===== src/rtl/pool_pkg.sv =====
// Shared definitions for the streaming 2-D pooling engine: FSM encoding,
// pooling-mode constants and the window shift / accumulator width helpers.
package pool_pkg;

    typedef enum logic {
        ST_IDLE = 1'b0,
        ST_RUN  = 1'b1
    } state_t;

    localparam logic MODE_MAX = 1'b0;
    localparam logic MODE_AVG = 1'b1;

    // A KxK window sums K*K samples, so averaging shifts by log2(K*K).
    function automatic int pool_shift(input int k);
        return 2 * $clog2(k);
    endfunction

    function automatic int pool_sum_width(input int dw, input int k);
        return dw + pool_shift(k);
    endfunction

endpackage


===== src/rtl/pool_lane.sv =====
// One pooling lane: horizontal accumulator, per-window-column partial buffer,
// max/sum combine and output register. Optional ReLU clamp under POOL_RELU_EN.
module pool_lane
    import pool_pkg::*;
#(
    parameter int DATA_WIDTH = 16,
    parameter int POOL_K     = 2,
    parameter int NUM_COLS   = 3,
    parameter int COL_W      = 2
) (
    input  logic                  i_clk,
    input  logic                  i_rst,
    input  logic                  i_accept,
    input  logic                  i_mode,
    input  logic                  i_first_x,
    input  logic                  i_last_x,
    input  logic                  i_first_y,
    input  logic                  i_last_y,
    input  logic [COL_W-1:0]      i_col,
    input  logic [DATA_WIDTH-1:0] i_data,
    output logic [DATA_WIDTH-1:0] o_data
);

    localparam int SHIFT = pool_shift(POOL_K);
    localparam int SW    = pool_sum_width(DATA_WIDTH, POOL_K);

    logic signed [SW-1:0]         acc_q;
    logic signed [SW-1:0]         col_q [NUM_COLS];
    logic signed [SW-1:0]         px_ext;
    logic signed [SW-1:0]         hsum_d;
    logic signed [SW-1:0]         csum_d;
    logic signed [DATA_WIDTH-1:0] res_d;
    logic signed [DATA_WIDTH-1:0] o_data_q;

    function automatic logic signed [SW-1:0] combine(
        input logic             mode,
        input logic signed [SW-1:0] a,
        input logic signed [SW-1:0] b
    );
        if (mode == MODE_AVG) return a + b;
        return (a > b) ? a : b;
    endfunction

    // Arithmetic shift gives floor division for negative sums too.
    function automatic logic signed [DATA_WIDTH-1:0] floor_avg(input logic signed [SW-1:0] s);
        return DATA_WIDTH'(s >>> SHIFT);
    endfunction

`ifdef POOL_RELU_EN
    function automatic logic signed [DATA_WIDTH-1:0] relu(input logic signed [DATA_WIDTH-1:0] v);
        return v[DATA_WIDTH-1] ? '0 : v;
    endfunction
`endif

    always_comb begin
        px_ext = {{(SW-DATA_WIDTH){i_data[DATA_WIDTH-1]}}, i_data};
        hsum_d = i_first_x ? px_ext : combine(i_mode, acc_q, px_ext);
        csum_d = i_first_y ? hsum_d : combine(i_mode, col_q[i_col], hsum_d);
        res_d  = (i_mode == MODE_AVG) ? floor_avg(csum_d) : DATA_WIDTH'(csum_d);
`ifdef POOL_RELU_EN
        res_d  = relu(res_d);
`endif
    end

    always_ff @(posedge i_clk or posedge i_rst) begin
        if (i_rst) begin
            acc_q    <= '0;
            o_data_q <= '0;
            for (int i = 0; i < NUM_COLS; i++) col_q[i] <= '0;
        end else if (i_accept) begin
            acc_q <= hsum_d;
            if (i_last_x) col_q[i_col] <= csum_d;
            if (i_last_x && i_last_y) o_data_q <= res_d;
        end
    end

    assign o_data = o_data_q;

endmodule


===== src/rtl/pool2d_stream.sv =====
// Streaming KxK max/average pooling over raster-order frames, CHANNELS lanes
// sharing one FSM and x/y counters. Define POOL_RELU_EN to clamp negative results.
module pool2d_stream
    import pool_pkg::*;
#(
    parameter int DATA_WIDTH = 16,
    parameter int IMG_WIDTH  = 6,
    parameter int IMG_HEIGHT = 6,
    parameter int POOL_K     = 2,
    parameter int CHANNELS   = 1
) (
    input  logic                           i_clk,
    input  logic                           i_rst,
    input  logic                           i_start,
    input  logic                           i_mode,
    input  logic                           i_valid,
    input  logic [DATA_WIDTH*CHANNELS-1:0] i_data,
    output logic                           o_valid,
    output logic [DATA_WIDTH*CHANNELS-1:0] o_data,
    output logic                           o_busy,
    output logic                           o_done
);

    localparam int KB = $clog2(POOL_K);
    localparam int XW = $clog2(IMG_WIDTH);
    localparam int YW = $clog2(IMG_HEIGHT);
    localparam int NC = IMG_WIDTH / POOL_K;
    localparam int CW = (NC > 1) ? $clog2(NC) : 1;

    if (!(POOL_K == 2 || POOL_K == 4) || (IMG_WIDTH % POOL_K) != 0 ||
        (IMG_HEIGHT % POOL_K) != 0) begin : g_bad_cfg
        $error("pool2d_stream: POOL_K must be 2 or 4 and divide IMG_WIDTH and IMG_HEIGHT");
    end

    state_t         state_q, state_d;
    logic           mode_q;
    logic [XW-1:0]  x_q, x_d;
    logic [YW-1:0]  y_q, y_d;
    logic           valid_q, done_q;

    logic           accept;
    logic           last_col, last_row;
    logic           first_x, last_x, first_y, last_y;
    logic [CW-1:0]  col_idx;

    assign accept   = (state_q == ST_RUN) && i_valid;
    assign last_col = (x_q == XW'(IMG_WIDTH - 1));
    assign last_row = (y_q == YW'(IMG_HEIGHT - 1));
    assign first_x  = (x_q[KB-1:0] == '0);
    assign last_x   = &x_q[KB-1:0];
    assign first_y  = (y_q[KB-1:0] == '0);
    assign last_y   = &y_q[KB-1:0];
    assign col_idx  = CW'(x_q >> KB);

    always_comb begin
        state_d = state_q;
        x_d     = x_q;
        y_d     = y_q;
        case (state_q)
            ST_IDLE: begin
                if (i_start) begin
                    state_d = ST_RUN;
                    x_d     = '0;
                    y_d     = '0;
                end
            end
            ST_RUN: begin
                if (accept) begin
                    if (last_col) begin
                        x_d = '0;
                        y_d = last_row ? '0 : y_q + 1'b1;
                        if (last_row) state_d = ST_IDLE;
                    end else begin
                        x_d = x_q + 1'b1;
                    end
                end
            end
            default: state_d = ST_IDLE;
        endcase
    end

    always_ff @(posedge i_clk or posedge i_rst) begin
        if (i_rst) begin
            state_q <= ST_IDLE;
            mode_q  <= MODE_MAX;
            x_q     <= '0;
            y_q     <= '0;
            valid_q <= 1'b0;
            done_q  <= 1'b0;
        end else begin
            state_q <= state_d;
            x_q     <= x_d;
            y_q     <= y_d;
            // Mode is latched only when a frame actually starts.
            if (state_q == ST_IDLE && i_start) mode_q <= i_mode;
            valid_q <= accept && last_x && last_y;
            done_q  <= accept && last_col && last_row;
        end
    end

    for (genvar c = 0; c < CHANNELS; c++) begin : g_lane
        pool_lane #(
            .DATA_WIDTH(DATA_WIDTH),
            .POOL_K    (POOL_K),
            .NUM_COLS  (NC),
            .COL_W     (CW)
        ) u_lane (
            .i_clk    (i_clk),
            .i_rst    (i_rst),
            .i_accept (accept),
            .i_mode   (mode_q),
            .i_first_x(first_x),
            .i_last_x (last_x),
            .i_first_y(first_y),
            .i_last_y (last_y),
            .i_col    (col_idx),
            .i_data   (i_data[c*DATA_WIDTH +: DATA_WIDTH]),
            .o_data   (o_data[c*DATA_WIDTH +: DATA_WIDTH])
        );
    end

    assign o_valid = valid_q;
    assign o_done  = done_q;
    assign o_busy  = (state_q == ST_RUN);

endmodule


===== config.mk =====
export PLATFORM = sky130hd
export DESIGN_NAME = pool2d_stream
export DESIGN_NICKNAME = d
export VERILOG_FILES = /design/src/rtl/pool_pkg.sv /design/src/rtl/pool_lane.sv /design/src/rtl/pool2d_stream.sv
export SDC_FILE = /design/constraint.sdc
export NUM_CORES = 1
export LEC_CHECK = 0
export BUFFER_PORTS_ARGS = -buffer_cell sky130_fd_sc_hd__buf_2
export CAP_MARGIN = 20
export CORE_MARGIN = 2
export CORE_UTILIZATION = 63
export CTS_CLUSTER_DIAMETER = 50
export DETAILED_ROUTE_END_ITERATION = 7
export PLACE_DENSITY_LB_ADDON = 0.08
export SLEW_MARGIN = 25
export SYNTH_ARGS = -nofsm -noshare
export SYNTH_HDL_FRONTEND = slang
export SYNTH_SLANG_ARGS = --single-unit

===== constraint.sdc =====
create_clock -name i_clk -period 5.95 [get_ports i_clk]
set_input_delay 0.595 -clock i_clk [delete_from_list [all_inputs] [get_ports i_clk]]
set_output_delay 0.595 -clock i_clk [all_outputs]
set_load 0.01 [all_outputs]

==> reports/qor.yml <==
synth_commonest_cells: "nand2_1 (107), dfrtp_1 (98), nor2_1 (85)"
core_area_um2: 12100
rows: 40
finalClockSkew_ns: 0.0134
crit_chain: "ha_1, inv_1, fa_1, o21ba_2, or4_1, a21oi_1, o21ai_0, o311ai_1, xnor2_1, a21oi_1, ha_1, a211oi_1, and4b_1, o221ai_1, o21a_1, nor2_1, nor2_1, o311ai_2, mux2_2"
clock_latency_ns: 0.36
wl_met1_mm: 10.4
max-clock-path-buffers: 2
syn_to_final_growth_pct: 10.9
grt_first_pass_wirelength_mm: 40.6
initial_utilization: 0.653
die-area_um2: 13500
postRouteAntennaNets: 0
drc: 0
synth.top_cell.area_share: 0.310
clock_sink_count: 98
cts_hold_buf: 0
met2_length_mm: 11.6
cts_root_buffer: "clkbuf_16"
avgSynthCellArea_um2: 8.55
path_clk_slew_ns: 0.08
synth_edf_count: 0
grtUsageTotal: 0.396
syn_area_um2: 7910
drive_above_1_share: 0.170
gp_congestion: 0.964
maxUsedRoutingLayer: "met4"
cts_setup_buffers: 0
portBuffers: 39
place_area_um2: 8470
synth_top_area_cell: "dfrtp_1"
vias_per_cell: 6.77
wl_met3_mm: 2.31
syn-num-nets: 1018
critical_path_buf_inv_count: 1
ys_ff_latch: 98
cts_tree: "built"
path_delay_family: "compound AO/OA/AOI/OAI gates"
slew_viol_final: 0
yosys_warnings: 0
wire_per_inst_um: 22.0
dieHeight_um: 116
yosysMostFrequentCell: "nand2_1"
grt_max_degree: 72
setup_violations: 0
totalWireLength_mm: 25.3
outcome: "finished, final reports clean"
grt_pass1_vias: 7364
startpoint_type: "flop"
postLayoutCellArea_um2: 8770
r2r_cells: 19
min_period_ns: 5.76
rsz0062_at_grt: "yes"
path_max_fanout: 6
crit_path_max_incr_delay_ns: 0.51
vias: 7780
worstMarginPinSlew_ns: 0.983
fmax_mhz: 174
maxCapViolCount: 0
crit_slowest_cell: "nor2_1"
ios: 40
numCtsBuffers: 9
final_nets: 1069
period_share: 0.968
synthTopCellsByArea: "dfrtp_1 (31%), ha_1 (11%), nand2_1 (5.1%)"
arrival_ns: 6.05
hold_viol_final: 0
synth_flop_cell: "dfrtp_1"
hpwl_mm: 19.3
die_w_um: 116
ys_seq_area_frac: 0.310
crit_cells: 19
antenna_found_initial: 0
grt_remaining_overflow: 0
crit_type: "flop to flop"
drtPass1Iterations: 8
synthCells: 925
maxSlewHeadroom: 0.343
htree_levels: 3
cp.required_ns: 6.24
yosys.cell_types.count: 84
drt_iter0_markers: 1019
hp-class: "primary input to async pin"
cts_resized: 0
crit_path_end_kind: "flop"
synthArstFlopShare: 1.00
n_antenna_cell: 0
==> worst paths after layout <==
path,from,endpoint,slack [ns]
setup reg to reg,g_lane[0].u_lane.acc_q[0],g_lane[0].u_lane.col_q[13],0.19
max in group asynchronous,i_rst,g_lane[0].u_lane.col_q[3],4.47
hold reg to reg,g_lane[0].u_lane.o_data[0],g_lane[0].u_lane.o_data[0],0.49
min in group i_clk,i_mode,mode_q,0.46
setup / recovery,g_lane[0].u_lane.acc_q[0],g_lane[0].u_lane.col_q[13],0.19
hold / removal,i_rst,g_lane[0].u_lane.acc_q[17],0.23
==> flip-flops by register name (all words and copies together) (netlist names) <==
name	flops
o_valid	1
o_busy	1
g_lane.u_lane.o_data	16
mode_q	1
g_lane.u_lane.acc_q	18
o_done	1
x_q	3
y_q	3
g_lane.u_lane.col_q	54
==> metal layers <==
layer,track usage,vias to the layer above
met2,0.629,479
met1,0.541,3742
met5,0,-
li1,-,3466
met4,0.162,0
met3,0.0675,93
==> kinds of logic after synthesis <==
family	share of synthesized area
and+or+nand+nor	0.171
buffers and inverters	0.0544
adders and majority gates	0.116
xor gates and xnor gates	0.0221
muxes	0.0743
AOI/OAI and AO/OA	0.253
DFF	0.310
==> cells in the final DEF (no fill, tap or decap), types with 4 or more instances in the layout <==
cell type / count
clkbuf_16: 9
o21ai_0: 74
or2_2: 5
a211o_1: 9
a2111oi_0: 5
a221oi_1: 9
buf_4: 43
o211ai_1: 11
o21a_1: 7
ha_1: 70
nand4_1: 12
nand2b_1: 9
o22ai_1: 5
nor2_1: 85
nor3_1: 12
buf_2: 39
xnor2_1: 18
nand3_1: 18
o31ai_1: 8
a21oi_1: 51
nor4_1: 4
nand2_1: 106
or3_1: 6
a211oi_1: 9
o21ai_1: 7
dfrtp_1: 98
o41ai_1: 5
a221oi_2: 5
mux2_2: 30
mux2i_1: 25
a31oi_1: 5
and2_1: 4
nor2b_1: 12
o221ai_1: 5
inv_1: 64
a21o_1: 7
==> final cells by class <==
class                           instances  area (um^2)
Tap cell                              168          210
Fill cell                             953         3340
Clock inverter                          5         43.8
Sequential cell                        98         2450
Multi-Input combinational cell        716         5040
Clock buffer                           11          243
Timing Repair Buffer                   82          518
Inverter                               69          262
==> metrics by stage <==
stage / cells / util / hold WS, ns / worst slack (ns) / TNS, ns
floorplan: 925 / - / 0.443 / 0.763 / 0
global placement: 1133 / 0.699 / 0.457 / 0.0494 / 0
detailed placement: 1133 / 0.699 / 0.469 / -0.134 / -0.690
CTS: 1149 / 0.723 / 0.235 / 0.128 / 0
global route: 1149 / 0.724 / 0.253 / -0.0767 / -0.763
finish: 1149 / 0.724 / 0.228 / 0.190 / 0
Power is left out: the tool's default activity adds up to more than one toggle a clock period on the data nets, which glitch-free logic cannot reach.
